### config.mk
export PLATFORM = sky130hd
export DESIGN_NAME = param_rr_fifo_arbiter
export DESIGN_NICKNAME = d
export VERILOG_FILES = /design/src/rtl/rr_arb_pkg.sv /design/src/rtl/sync_fifo.sv /design/src/rtl/param_rr_fifo_arbiter.sv
export SDC_FILE = /design/constraint.sdc
export NUM_CORES = 1
export LEC_CHECK = 0
export CAP_MARGIN = 20
export CORE_AREA = 4 4 132 134
export DETAILED_ROUTE_END_ITERATION = 6
export DIE_AREA = 0 0 136 138
export PLACE_DENSITY = 0.63
export SKIP_CTS_REPAIR_TIMING = 1
export SYNTH_ARGS = -nofsm -noshare
export SYNTH_HDL_FRONTEND = slang
export SYNTH_SLANG_ARGS = --single-unit
### constraint.sdc
create_clock -name clk -period 2.4 [get_ports clk]
set_input_delay 0.24 -clock clk [delete_from_list [all_inputs] [get_ports clk]]
set_output_delay 0.24 -clock clk [all_outputs]
set_load 0.02 [all_outputs]
### src/rtl/rr_arb_pkg.sv
// Shared constants and helpers for the round-robin FIFO arbiter.
// Width constants describe the default 4-channel, 4-deep configuration.
package rr_arb_pkg;

    localparam int NCH_DEF   = 4;
    localparam int DEPTH_DEF = 4;
    localparam int CW        = $clog2(NCH_DEF);
    localparam int AW        = $clog2(DEPTH_DEF);

    // Round-robin pointer value after reset.
    localparam int CNT_RST   = 0;

    function automatic int next_ptr(input int cur, input int n);
        return (cur >= n - 1) ? 0 : cur + 1;
    endfunction

endpackage

### src/rtl/sync_fifo.sv
// Single-clock FIFO with registered pointers and occupancy count.
// A push to a full FIFO or a pop from an empty FIFO is ignored.
module sync_fifo #(
    parameter int DW    = 8,
    parameter int DEPTH = 4
) (
    input  logic          clk,
    input  logic          rst_n,
    input  logic          push,
    input  logic          pop,
    input  logic [DW-1:0] wdata,
    output logic [DW-1:0] head,
    output logic          full,
    output logic          empty
);

    localparam int PW = $clog2(DEPTH);
    localparam int NW = PW + 1;

    logic [DW-1:0] mem_q [DEPTH];
    logic [PW-1:0] wr_ptr_q, wr_ptr_d;
    logic [PW-1:0] rd_ptr_q, rd_ptr_d;
    logic [NW-1:0] count_q, count_d;
    logic          do_push;
    logic          do_pop;

    assign full    = (count_q == NW'(DEPTH));
    assign empty   = (count_q == '0);
    assign do_push = push && !full;
    assign do_pop  = pop && !empty;
    assign head    = mem_q[rd_ptr_q];

    always_comb begin
        wr_ptr_d = wr_ptr_q;
        rd_ptr_d = rd_ptr_q;
        count_d  = count_q;
        if (do_push) begin
            wr_ptr_d = wr_ptr_q + PW'(1);
        end
        if (do_pop) begin
            rd_ptr_d = rd_ptr_q + PW'(1);
        end
        // Simultaneous push and pop leaves the occupancy unchanged.
        if (do_push && !do_pop) begin
            count_d = count_q + NW'(1);
        end else if (do_pop && !do_push) begin
            count_d = count_q - NW'(1);
        end
    end

    always_ff @(posedge clk or negedge rst_n) begin
        if (!rst_n) begin
            wr_ptr_q <= '0;
            rd_ptr_q <= '0;
            count_q  <= '0;
        end else begin
            wr_ptr_q <= wr_ptr_d;
            rd_ptr_q <= rd_ptr_d;
            count_q  <= count_d;
        end
    end

    always_ff @(posedge clk) begin
        if (do_push) begin
            mem_q[wr_ptr_q] <= wdata;
        end
    end

endmodule

### src/rtl/param_rr_fifo_arbiter.sv
// N-channel round-robin arbiter draining per-channel FIFOs into one registered output.
// Define RR_SKIP_EMPTY_EN for work-conserving arbitration; default is fixed slot rotation.
module param_rr_fifo_arbiter
    import rr_arb_pkg::*;
#(
    parameter int NCH   = 4,
    parameter int DW    = 8,
    parameter int DEPTH = 4
) (
    input  logic                     clk,
    input  logic                     rst_n,
    input  logic [NCH-1:0]           wen,
    input  logic [NCH*DW-1:0]        din,
    input  logic                     ready,
    output logic [DW-1:0]            dout,
    output logic                     valid,
    output logic [$clog2(NCH)-1:0]   grant_id,
    output logic [$clog2(NCH)-1:0]   counter,
    output logic [NCH-1:0]           full,
    output logic [NCH-1:0]           ovf
);

    localparam int CH_W = $clog2(NCH);

    logic [NCH-1:0]  pop;
    logic [NCH-1:0]  fifo_full;
    logic [NCH-1:0]  fifo_empty;
    logic [DW-1:0]   head [NCH];

    logic [DW-1:0]   dout_q, dout_d;
    logic            valid_q, valid_d;
    logic [CH_W-1:0] grant_q, grant_d;
    logic [CH_W-1:0] counter_q, counter_d;
    logic [NCH-1:0]  ovf_q, ovf_d;
    logic            load;

    for (genvar i = 0; i < NCH; i++) begin : g_ch
        sync_fifo #(
            .DW    (DW),
            .DEPTH (DEPTH)
        ) u_fifo (
            .clk   (clk),
            .rst_n (rst_n),
            .push  (wen[i]),
            .pop   (pop[i]),
            .wdata (din[i*DW +: DW]),
            .head  (head[i]),
            .full  (fifo_full[i]),
            .empty (fifo_empty[i])
        );
    end

    // Output register is free when it holds nothing or the consumer takes it now.
    assign load  = !valid_q || ready;
    assign ovf_d = wen & fifo_full;

    always_comb begin
        pop       = '0;
        dout_d    = dout_q;
        valid_d   = valid_q;
        grant_d   = grant_q;
        counter_d = counter_q;
        if (load) begin
            valid_d = 1'b0;
`ifdef RR_SKIP_EMPTY_EN
            begin
                logic found;
                int   idx;
                found = 1'b0;
                for (int k = 0; k < NCH; k++) begin
                    idx = (int'(counter_q) + k) % NCH;
                    if (!found && !fifo_empty[idx]) begin
                        found     = 1'b1;
                        pop[idx]  = 1'b1;
                        valid_d   = 1'b1;
                        dout_d    = head[idx];
                        grant_d   = CH_W'(idx);
                        counter_d = CH_W'(next_ptr(idx, NCH));
                    end
                end
            end
`else
            counter_d = CH_W'(next_ptr(int'(counter_q), NCH));
            for (int k = 0; k < NCH; k++) begin
                if (counter_q == CH_W'(k) && !fifo_empty[k]) begin
                    pop[k]  = 1'b1;
                    valid_d = 1'b1;
                    dout_d  = head[k];
                    grant_d = CH_W'(k);
                end
            end
`endif
        end
    end

    always_ff @(posedge clk or negedge rst_n) begin
        if (!rst_n) begin
            dout_q    <= '0;
            valid_q   <= 1'b0;
            grant_q   <= '0;
            counter_q <= CH_W'(CNT_RST);
            ovf_q     <= '0;
        end else begin
            dout_q    <= dout_d;
            valid_q   <= valid_d;
            grant_q   <= grant_d;
            counter_q <= counter_d;
            ovf_q     <= ovf_d;
        end
    end

    assign dout     = dout_q;
    assign valid    = valid_q;
    assign grant_id = grant_q;
    assign counter  = counter_q;
    assign full     = fifo_full;
    assign ovf      = ovf_q;

endmodule

Yosys cells after proc, flatten, opt, wreduce, memory -nomap -nowiden
Memory sizes are Yosys's and may differ from the RTL's.
Index checks and enable logic that the tools add are counted.
{"block": "word_totals", "mem_count": 4, "ramBits": 128, "regBits": 45, "inputBits": 39, "output_inout_bits": 21}
{"memory": "g_ch[0].u_fifo.mem_q", "words": 4, "width": 8, "rd": 1, "rd_ports_with_merged_regs": 0, "wr": 1, "line": "sync_fifo.sv:20", "rtl": "logic [DW-1:0] mem_q [DEPTH];"}
{"memory": "g_ch[1].u_fifo.mem_q", "words": 4, "width": 8, "rd": 1, "rd_ports_with_merged_regs": 0, "wr": 1, "line": "sync_fifo.sv:20"}
{"memory": "g_ch[2].u_fifo.mem_q", "words": 4, "width": 8, "rd": 1, "rd_ports_with_merged_regs": 0, "wr": 1, "line": "sync_fifo.sv:20"}
{"memory": "g_ch[3].u_fifo.mem_q", "words": 4, "width": 8, "rd": 1, "rd_ports_with_merged_regs": 0, "wr": 1, "line": "sync_fifo.sv:20"}
{"block": "classes", "magnitude_cmp": 1, "n_eq_ne": 7, "mux": 33, "n_reduce_logical": 49, "n_addsub": 17, "bitwise": 1}
{"operator": "8-bit 2-to-1 mux", "n": 4}
{"operator": "3-bit 2-to-1 mux", "n": 8}
{"operator": "1-bit logical AND", "n": 20}
{"operator": "2-bit by 1-bit adder with 2-bit output (second input constant)", "n": 9}
{"operator": "1-bit logical NOT", "n": 17}
{"operator": "1-bit 2-to-1 mux", "n": 15}
{"operator": "3-bit by 1-bit adder with 3-bit output (second input constant)", "n": 4}
{"operator": "3-bit equality test (second input constant)", "n": 4}
{"operator": "3-bit logical NOT", "n": 4}
{"operator": "3-bit by 1-bit subtractor with 3-bit output (second input constant)", "n": 4}
{"operator": "2-bit 2-to-1 mux", "n": 5}
{"operator": "2-bit nonzero test", "n": 4}
{"operator": "4-bit bitwise AND", "n": 1}
{"operator": "2-bit equality test (second input constant)", "n": 2}
{"operator": "4-bit 2-to-1 mux", "n": 1}
{"operator": "4-bit nonzero test", "n": 1}
{"operator": "2-bit by 1-bit equality test with 1-bit output (second input constant)", "n": 1}
{"operator": "2-bit greater-or-equal comparator (second input constant)", "n": 1}
{"operator": "2-bit logical NOT", "n": 1}
{"operator": "2-bit AND reduction", "n": 1}
{"operator": "1-bit logical OR", "n": 1}

Depth between registers and ports, before layout
Gate-level depths: netlist of the first run.
{"block": "logic_depth", "word_depth": 9, "depth_mapped": 12, "ltp_nobuf": 11}

By module
From an unflattened synthesis of the first run, not the netlist that was laid out.
{"block": "unflattened", "cells_unflattened": 390, "area_unflattened_um2": 7277.0}
{"module": "sync_fifo at g_ch[0].u_fifo ...", "area_each_um2": 1589.0, "seq_area_each_um2": 1136.1, "cells_per_inst": 77, "n_inst": 3}
{"module": "sync_fifo at g_ch[3].u_fifo", "area_each_um2": 1575.3, "seq_area_each_um2": 1136.1, "cells_per_inst": 78, "n_inst": 1}
{"module": "param_rr_fifo_arbiter", "area_each_um2": 934.6, "seq_area_each_um2": 425.4, "cells_per_inst": 81, "n_inst": 1}

Worst setup path before layout of the first run
OpenSTA, ideal clock, no wires.
{"block": "synth_timing", "kind": "register to register", "from": "register counter_q[0] (netlist: counter[0])", "to": "register g_ch[2].u_fifo.count_q[1]", "path_stages_with_launch": 11, "required_ns": 2.275, "setup_time_ns": 0.125, "n_path_buf": 1, "slack_ns": 0.097, "t_arrival_ns": 2.178, "cell_sequence": "dfrtp_1 > inv_1 > ha_1 > o31ai_4 > buf_6 > nor2_1 > inv_1 > ha_1 > inv_1 > fa_1 > mux2_2"}
{"block": "synth_via", "elab_chain_cells": 8}
{"element": "from (decl)", "line": "param_rr_fifo_arbiter.sv:33", "rtl": "logic [CH_W-1:0] counter_q, counter_d;"}
{"element": "from (signal assigned)", "line": "param_rr_fifo_arbiter.sv:101", "rtl": "counter_q <= CH_W'(CNT_RST);"}
{"element": "from (signal assigned)", "line": "param_rr_fifo_arbiter.sv:107", "rtl": "counter_q <= counter_d;"}
{"element": "2-bit equality test", "line": "param_rr_fifo_arbiter.sv:85", "rtl": "if (counter_q == CH_W'(k) && !fifo_empty[k]) begin"}
{"element": "1-bit logical AND", "line": "param_rr_fifo_arbiter.sv:85"}
{"element": "1-bit 2-to-1 mux", "line": "param_rr_fifo_arbiter.sv:85"}
{"element": "4-bit 2-to-1 mux", "line": "param_rr_fifo_arbiter.sv:63", "rtl": "if (load) begin"}
{"element": "1-bit logical AND", "line": "sync_fifo.sv:30", "rtl": "assign do_pop = pop && !empty;"}
{"element": "1-bit logical NOT", "line": "sync_fifo.sv:44", "rtl": "if (do_push && !do_pop) begin"}
{"element": "1-bit logical AND", "line": "sync_fifo.sv:44"}
{"element": "3-bit 2-to-1 mux", "line": "sync_fifo.sv:44"}
{"element": "via g_ch[2].u_fifo.count_d[1]", "line": "sync_fifo.sv:23", "rtl": "logic [NW-1:0] count_q, count_d;"}
{"element": "to (signal assigned)", "line": "sync_fifo.sv:59", "rtl": "count_q <= count_d;"}
{"element": "to (decl)", "line": "sync_fifo.sv:23"}
The timed path passes the listed nets, and every way through them passes these cells.
A chain may end at the register's enable or synchronous reset.

Final worst setup path of the first run
{"block": "layout_timing", "from": "register counter_q[0] (netlist: counter[0])", "to": "register g_ch[0].u_fifo.count_q[1]"}
{"block": "layout_via", "elab_chain_cells": 8}
{"element": "2-bit logical NOT", "line": "param_rr_fifo_arbiter.sv:85"}
{"element": "1-bit logical AND", "line": "param_rr_fifo_arbiter.sv:85"}
{"element": "1-bit 2-to-1 mux", "line": "param_rr_fifo_arbiter.sv:85"}
{"element": "4-bit 2-to-1 mux", "line": "param_rr_fifo_arbiter.sv:63"}
{"element": "1-bit logical AND", "line": "sync_fifo.sv:30"}
{"element": "1-bit logical NOT", "line": "sync_fifo.sv:44"}
{"element": "1-bit logical AND", "line": "sync_fifo.sv:44"}
{"element": "3-bit 2-to-1 mux", "line": "sync_fifo.sv:44"}
{"element": "via g_ch[0].u_fifo.count_d[1]", "line": "sync_fifo.sv:23"}
{"element": "to (signal assigned)", "line": "sync_fifo.sv:59"}
{"element": "to (decl)", "line": "sync_fifo.sv:23"}
The timed path passes the listed nets, and every way through them passes these cells.

==> summary.txt, run 1 <==
Routing
  • Total vias in the final route: between 3000 and 4000
  • DRC marker count from the first detailed-route iteration: 161
  • Via count normalized by instance count: 5.13
  • Post-route DRC: 0
  • Antenna violation net count after detailed routing: 0
  • Detailed Routing Iterations Pass 1: 4
  • Aggregate routed wire length: 13800 um
  • Average routed wire per standard cell: 19.2 um

Power
  • Share of power burned in combinational logic: 33.9%
  • Total power: ~11 mW
  • P_int: 7.59 mW
  • Static power due to leakage: around 3.1 nW
  • Net Sw Power: 3.71 mW
  • Peak supply drop: 0.000638 V
  • Proportion of power drawn by flip-flops and latches: a little over two fifths
  • Sw Share: 32.9%
  • Pwr per Cell Area: 1300 nW/um2
  • Clock power frac: 24.0%

Timing
  • Worst Skew: about 0.0061 ns
  • Final Hold Violating Endpoints: 0
  • Slew at the pin with the worst max-slew slack: around 0.56 ns
  • Number of max-slew violations in the final report: 0
  • Peak Freq: roughly 0.45 GHz
  • Unrepaired setup endpoints after global routing: no
  • Time the worst path needs with I/O delays and setup: between 2 and 2.5 ns
  • Final cycle utilization of the critical path: roughly nine tenths
  • Final setup viols: 0
  • Slew headroom: between 60 and 70%
  • Total negative slack: 0 ns

Clocking
  • CTS max path bufs: 2
  • Number of clock buffers inserted by TritonCTS: 17
  • Clock-pin transition on the worst setup and hold timing paths: approximately 0.060 ns
  • Number of clock sinks: 173
  • Library cell used as clock root buffer: sky130_fd_sc_hd__clkbuf_16
  • Skew-Pair Late Insertion Delay: approximately 0.43 ns
  • CTS H-tree depth: 4
  • CTS tree: built

Yosys
  • Number of library cell types mapped by synthesis: 34
  • Syn nets: between 400 and 500
  • Number of register bits inferred by synthesis: 173
  • Cells taking the most area after synthesis: sky130_fd_sc_hd__edfxtp_1 53%, sky130_fd_sc_hd__dfrtp_1 16%, sky130_fd_sc_hd__mux4_2 10%
  • Number of enable-type register cells in the synthesized netlist: ~130
  • Top flip-flop cell by instance count after synthesis: sky130_fd_sc_hd__edfxtp_1
  • Sequential share of the synthesized area: 68.7%
  • Async set-reset flop share out of synthesis: between 20% and 30%
  • Synthesized area per cell: roughly 18 um2
  • Number of cells produced by synthesis: around 410
  • Largest area contributor in the synthesized netlist: sky130_fd_sc_hd__edfxtp_1
  • Post-synth design cell area: just over 7000 um2
  • Synth top area share: a little over half
  • Yosys warnings: 0

Setup path
  • Launching instance or port of the critical path: counter[0]
  • Worst reg2reg path startpoint: counter[0]
  • Crit path required time: 2.71 ns
  • Crit end category: flop
  • Data arrival time at the worst-slack endpoint: ~2.5 ns
  • Critical path class: flop to flop
  • Critical path peak fanout: 5
  • Crit start category: flop

Floorplan
  • Horizontal die dimension: 136 um
  • Row Count: 47
  • Die area: between 15000 and 20000 um2
  • Chip Height: ~140 um
  • Core ar.: around 16000 um2
  • Initial standard-cell utilization of the core: between 40 and 50%
  • Num ports: 60

Global routing
  • All-Layer GR Usage: 15.7%
  • Antenna violations before repair: 0
  • Overall overflow remaining after global route: 0
  • Maximum number of pins on one net before global-route repair: 40
  • Wire length of the first global-routing pass: approximately 22000 um
  • Via count of the first global-routing pass: 3787

Layout
  • Diodes inserted: 0
  • NumNets Final: 550
  • Share of layout cells above drive strength 1: 17.9%
  • Area Growth Syn to Fin: 20.1%
  • End-of-flow core utilization: between 50% and 60%
  • Total of fill cells in the finished design: ~1300

Placement
  • Gp weighted congestion: roughly 0.70
  • Sum of net half-perimeters after detailed placement: around 9600 um
  • PortBufs: 59

Hold path
  • Worst hold path type: input port to asynchronous set/reset pin

Run status
  • Status: finished clean

Flow run
  • Number of maximum-capacitance violations: 0
## cell families (layout without fill, tap and decap cells)
group                      Yosys count  after routing  share of synthesized area [%]
muxes                               36             36                           10.6
adders and majority gates           28             28                           5.26
xor gates and xnor gates            24             24                           2.90
AOI/OAI and AO/OA                   37             37                           4.67
DFF                                173            173                           68.7
and+or+nand+nor                     71             71                           5.15
buffers and inverters               38            127                           2.77
## worst max-delay path: stages, from the launching register on
cell,delay (ns)
sky130_fd_sc_hd__dfrtp_1,0.43
sky130_fd_sc_hd__inv_1,0.13
sky130_fd_sc_hd__ha_1,0.21
sky130_fd_sc_hd__o31ai_4,0.10
sky130_fd_sc_hd__nor2_1,0.17
sky130_fd_sc_hd__inv_1,0.07
sky130_fd_sc_hd__ha_1,0.23
sky130_fd_sc_hd__inv_1,0.08
sky130_fd_sc_hd__fa_1,0.40
sky130_fd_sc_hd__mux2_2,0.26
## layout make-up
cell class / count / area, um2 / area share (%)
timing repair buffer: 78 / 731 / 8.41
multi-input combinational: 196 / 2070 / 23.8
tap: 220 / 275 / 3.17
sequential: 173 / 4970 / 57.2
inverter: 17 / 63.8 / 0.734
clock buffer: 19 / 433 / 4.98
clock inverter: 13 / 149 / 1.71
## power groups by stage
stage	registers, mW	clock network, mW	logic (mW)
2_1_floorplan	4.63	0	2.75
3_3_place_gp	4.79	0	3.78
4_1_cts	4.78	2.77	3.90
3_5_place_dp	4.83	0	3.87
6_report	4.76	2.72	3.83
5_1_grt	4.87	2.90	4.19
## through the flow
stage / cells / hold WS (ns) / instance area [um2] / setup slack (ns)
2_1_floorplan: 407 / -0.0556 / 7240 / 0.0970
3_3_place_gp: 683 / 0.110 / 8100 / 0.227
3_5_place_dp: 683 / 0.114 / 8100 / 0.136
4_1_cts: 715 / -0.352 / 8680 / 0.184
5_1_grt: 716 / 0.219 / 8690 / 0.0456
6_report: 716 / 0.192 / 8690 / 0.202
## layout by cell type, fill, tap and decap left out, drive strengths merged, types with 16 or more instances in the layout
master         count
and2              20
clkbuf            19
inv               18
dfrtp             45
nand2             19
mux4              32
edfxtp           128
ha                24
clkdlybuf4s50     58
nor2              16
buf               19
## synthesized netlist by cell type, types with 3 or more instances
cell / number
sky130_fd_sc_hd__edfxtp_1: 128
sky130_fd_sc_hd__dfrtp_1: 45
sky130_fd_sc_hd__mux4_2: 32
sky130_fd_sc_hd__ha_1: 24
sky130_fd_sc_hd__and2_1: 20
sky130_fd_sc_hd__nand2_1: 19
sky130_fd_sc_hd__inv_1: 17
sky130_fd_sc_hd__nor2_1: 16
sky130_fd_sc_hd__xnor2_1: 12
sky130_fd_sc_hd__xor2_1: 12
sky130_fd_sc_hd__a31oi_1: 9
sky130_fd_sc_hd__o21a_1: 8
sky130_fd_sc_hd__o221ai_1: 8
sky130_fd_sc_hd__buf_4: 6
sky130_fd_sc_hd__clkbuf_1: 5
sky130_fd_sc_hd__nor2b_1: 5
sky130_fd_sc_hd__buf_6: 4
sky130_fd_sc_hd__fa_1: 4
sky130_fd_sc_hd__mux2_2: 4
sky130_fd_sc_hd__o21ai_1: 4
sky130_fd_sc_hd__o31ai_4: 4
sky130_fd_sc_hd__buf_2: 3
sky130_fd_sc_hd__nand2b_1: 3
## path summary, 6_finish.rpt
check | to | cells past startpoint | slack (ns)
min in group clk | ovf[3] | 2 | 0.40
worst min register to register | grant_id[1] | 2 | 0.52
max in group asynchronous | ovf[2] | 3 | 1.43
worst max register to register | g_ch[0].u_fifo.count_q[1] | 9 | 0.20
worst min-delay path | g_ch[0].u_fifo.wr_ptr_q[1] | 2 | 0.19
worst max-delay path | g_ch[0].u_fifo.count_q[1] | 9 | 0.20
## per-layer routing
layer | GRT usage, % | vias to the layer above | routed length (um)
met5 | 0 | - | 0
met4 | 6.31 | 0 | 291
met3 | 4.51 | 22 | 782
met2 | 24.1 | 100 | 6760
met1 | 21.1 | 1869 | 5940
li1 | - | 1682 | -
## sequential cells by signal, summed over array words and instances, names as in the netlist
register	flops
ovf	4
g_ch.u_fifo.wr_ptr_q	8
grant_id	2
dout	8
g_ch.u_fifo.rd_ptr_q	8
counter	2
valid	1
g_ch.u_fifo.mem_q	128
g_ch.u_fifo.count_q	12
(Power assumes the default switching activity.)
==> run 2: changes to the inputs <==
--- a/config.mk
+++ b/config.mk
@@ -5,12 +5,15 @@
 export SDC_FILE = /design/constraint.sdc
 export NUM_CORES = 1
 export LEC_CHECK = 0
+export ABC_CLOCK_PERIOD_IN_PS = 2400
 export CAP_MARGIN = 20
 export CORE_AREA = 4 4 132 134
 export DETAILED_ROUTE_END_ITERATION = 6
 export DIE_AREA = 0 0 136 138
+export GPL_TIMING_DRIVEN = 0
 export PLACE_DENSITY = 0.63
 export SKIP_CTS_REPAIR_TIMING = 1
+export SLEW_MARGIN = 20
 export SYNTH_ARGS = -nofsm -noshare
 export SYNTH_HDL_FRONTEND = slang
 export SYNTH_SLANG_ARGS = --single-unit
==> summary.txt, run 2 (synthesized netlist as in run 1, its figures left out) <==
Run status
  • Status: finished clean

Setup path
  • Max stage delay cell, worst path: sky130_fd_sc_hd__dfrtp_1
  • Crit path required time: between 2 and 3 ns
  • Critical path buffers and inverters: 4
  • Flop-to-flop setup slack: approximately 0.095 ns
  • Crit end category: flop
  • Critical path class: flop to flop
  • Worst reg2reg path startpoint: counter[0]
  • Crit start category: flop
  • Endpoint of the most critical register-to-register path: g_ch[2].u_fifo.count_q[1]
  • Cells along the critical path: inv_1, ha_1, o31ai_4, buf_6, nor2_2, inv_2, ha_1, inv_1, fa_1, mux2_2
  • Critical Path Max Stage Delay: approximately 0.42 ns
  • FF-to-FF path depth: 10
  • Family with the most delay on the worst path: adder cells
  • Data arrival time at the worst-slack endpoint: ~2.6 ns
  • Critical path peak fanout: 10

Clocking
  • Number of clock sinks: 173
  • Skew-Pair Late Insertion Delay: around 0.42 ns
  • Number of clock buffers inserted by TritonCTS: 17
  • CTS H-tree depth: 4
  • CTS max path bufs: 2
  • CTS tree: built
  • Library cell used as clock root buffer: sky130_fd_sc_hd__clkbuf_16
  • Clock-pin transition on the worst setup and hold timing paths: around 0.070 ns

Floorplan
  • Horizontal die dimension: 136 um
  • Die area: about 19000 um2
  • Num ports: 60
  • Initial standard-cell utilization of the core: 44.4%
  • Core ar.: 16300 um2
  • Chip Height: 138 um
  • Row Count: 47

Layout
  • Final instance area: a little under 9000 um2
  • Share of layout cells above drive strength 1: ~20%
  • Diodes inserted: 0
  • Number of flip-flops under the largest register name: between 100 and 150
  • Leading cell type in the layout, fill and taps excluded: sky130_fd_sc_hd__edfxtp_1
  • NumNets Final: ~560
  • Registers with the most flip-flops: g_ch.u_fifo.mem_q (128), g_ch.u_fifo.count_q (12)
  • Commonest non-fill, non-tap cells in the layout: 128 x sky130_fd_sc_hd__edfxtp_1, 58 x sky130_fd_sc_hd__clkdlybuf4s50_1, 45 x sky130_fd_sc_hd__dfrtp_1
  • Area Growth Syn to Fin: 20.9%
  • End-of-flow core utilization: 53.7%
  • Register with the highest flop count: g_ch.u_fifo.mem_q
  • Post-Layout Cell Count: 722

Routing
  • Via count normalized by instance count: between 5 and 6
  • Antenna violation net count after detailed routing: 0
  • Total vias in the final route: between 3000 and 4000
  • Average routed wire per standard cell: around 18 um
  • Detailed Routing Iterations Pass 1: 4
  • Post-route DRC: 0
  • DRC marker count from the first detailed-route iteration: 140
  • Aggregate routed wire length: between 10000 and 15000 um

Placement
  • Sum of net half-perimeters after detailed placement: ~9300 um
  • Placed cell areas: slightly above 8000 um2
  • PortBufs: 59
  • Minimum setup slack after placement: -0.180 ns
  • Gp weighted congestion: roughly 0.75
  • Placed instance count: 686

Global routing
  • Wire length of the first global-routing pass: approximately 21000 um
  • Maximum number of pins on one net before global-route repair: 46
  • Overall overflow remaining after global route: 0
  • Via count of the first global-routing pass: about 3800
  • Antenna violations before repair: 0
  • All-Layer GR Usage: approximately 15%

Timing
  • Unrepaired setup endpoints after global routing: yes
  • Slew headroom: 59.0%
  • Number of max-slew violations in the final report: 0
  • Worst Skew: between 0.006 and 0.007 ns
  • Total negative slack: 0 ns
  • Final Hold Violating Endpoints: 0
  • Final critical-path setup slack: 0.0948 ns
  • Peak Freq: 0.434 GHz
  • Final cycle utilization of the critical path: between 90% and 100%
  • Final setup viols: 0
  • Time the worst path needs with I/O delays and setup: approximately 2.3 ns
  • Slew at the pin with the worst max-slew slack: 0.616 ns

Hold path
  • Worst hold path type: input port to asynchronous set/reset pin

Power
  • Share of power burned in combinational logic: between 30% and 40%
  • Proportion of power drawn by flip-flops and latches: 39.9%
  • Peak supply drop: 0.000702 V
  • Sw Share: roughly 33%
  • P_int: approximately 7.6 mW
  • Clock power frac: 24.1%
  • Pwr per Cell Area: between 1000 and 1500 nW/um2
  • Static power due to leakage: ~3.1 nW
  • Net Sw Power: ~3.8 mW

Flow run
  • Number of maximum-capacitance violations: 0
[run 2: layout make-up]
| class | instances | area (um2) |
|---|---|---|
| Fill cell | 1328 | 7540 |
| Tap cell | 220 | 275 |
| Timing Repair Buffer | 63 | 621 |
| Clock inverter | 15 | 174 |
| Clock buffer | 17 | 425 |
| Multi-Input combinational cell | 196 | 2080 |
| Sequential cell | 173 | 4970 |
| Buffer | 21 | 139 |
| Inverter | 17 | 63.8 |
[run 2: worst register-to-register path, stage by stage, from the launching register on]
cell	delay [ns]
sky130_fd_sc_hd__dfrtp_1	0.42
sky130_fd_sc_hd__inv_1	0.12
sky130_fd_sc_hd__ha_1	0.21
sky130_fd_sc_hd__o31ai_4	0.12
sky130_fd_sc_hd__buf_6	0.16
sky130_fd_sc_hd__nor2_2	0.15
sky130_fd_sc_hd__inv_2	0.07
sky130_fd_sc_hd__ha_1	0.22
sky130_fd_sc_hd__inv_1	0.07
sky130_fd_sc_hd__fa_1	0.40
sky130_fd_sc_hd__mux2_2	0.26
[run 2: worst max-delay path by stage]
stage	from	end	slack, ns	cells past startpoint
after floorplan	counter[0]	g_ch[2].u_fifo.count_q[1]	0.1	10
after global placement	rst_n	g_ch[2].u_fifo.rd_ptr_q[1]	-0.39	1
after detailed placement	ready	g_ch[0].u_fifo.count_q[2]	-0.18	10
after CTS	g_ch[0].u_fifo.count_q[0]	full[0]	-0.06	3
after global routing	counter[0]	g_ch[2].u_fifo.count_q[2]	-0.05	12
final	counter[0]	g_ch[2].u_fifo.count_q[1]	0.09	10
[run 2: power groups by stage]
stage / Combinational, mW / Clock, mW / Sequential [mW]
after CTS: 4.16 / 2.81 / 4.55
final: 4.09 / 2.74 / 4.54
after global routing: 4.50 / 2.94 / 4.63
after floorplan: 2.75 / 0 / 4.63
after global placement: 4.05 / 0 / 4.57
after detailed placement: 4.14 / 0 / 4.61
[run 2: routing by layer]
layer	track usage [%]	vias to the layer above	routed length (um)
met5	0	-	0
met4	5.09	0	170
met3	3.78	14	555
met2	23.8	75	6520
met1	20.5	1861	5910
li1	-	1695	-
[run 2: stage by stage]
stage          power [mW]  hold slack (ns)
5_1_grt              12.1            0.397
6_report             11.4            0.361
4_1_cts              11.5           -0.157
3_3_place_gp         8.62            0.519
3_5_place_dp         8.75            0.303
2_1_floorplan        7.38          -0.0556
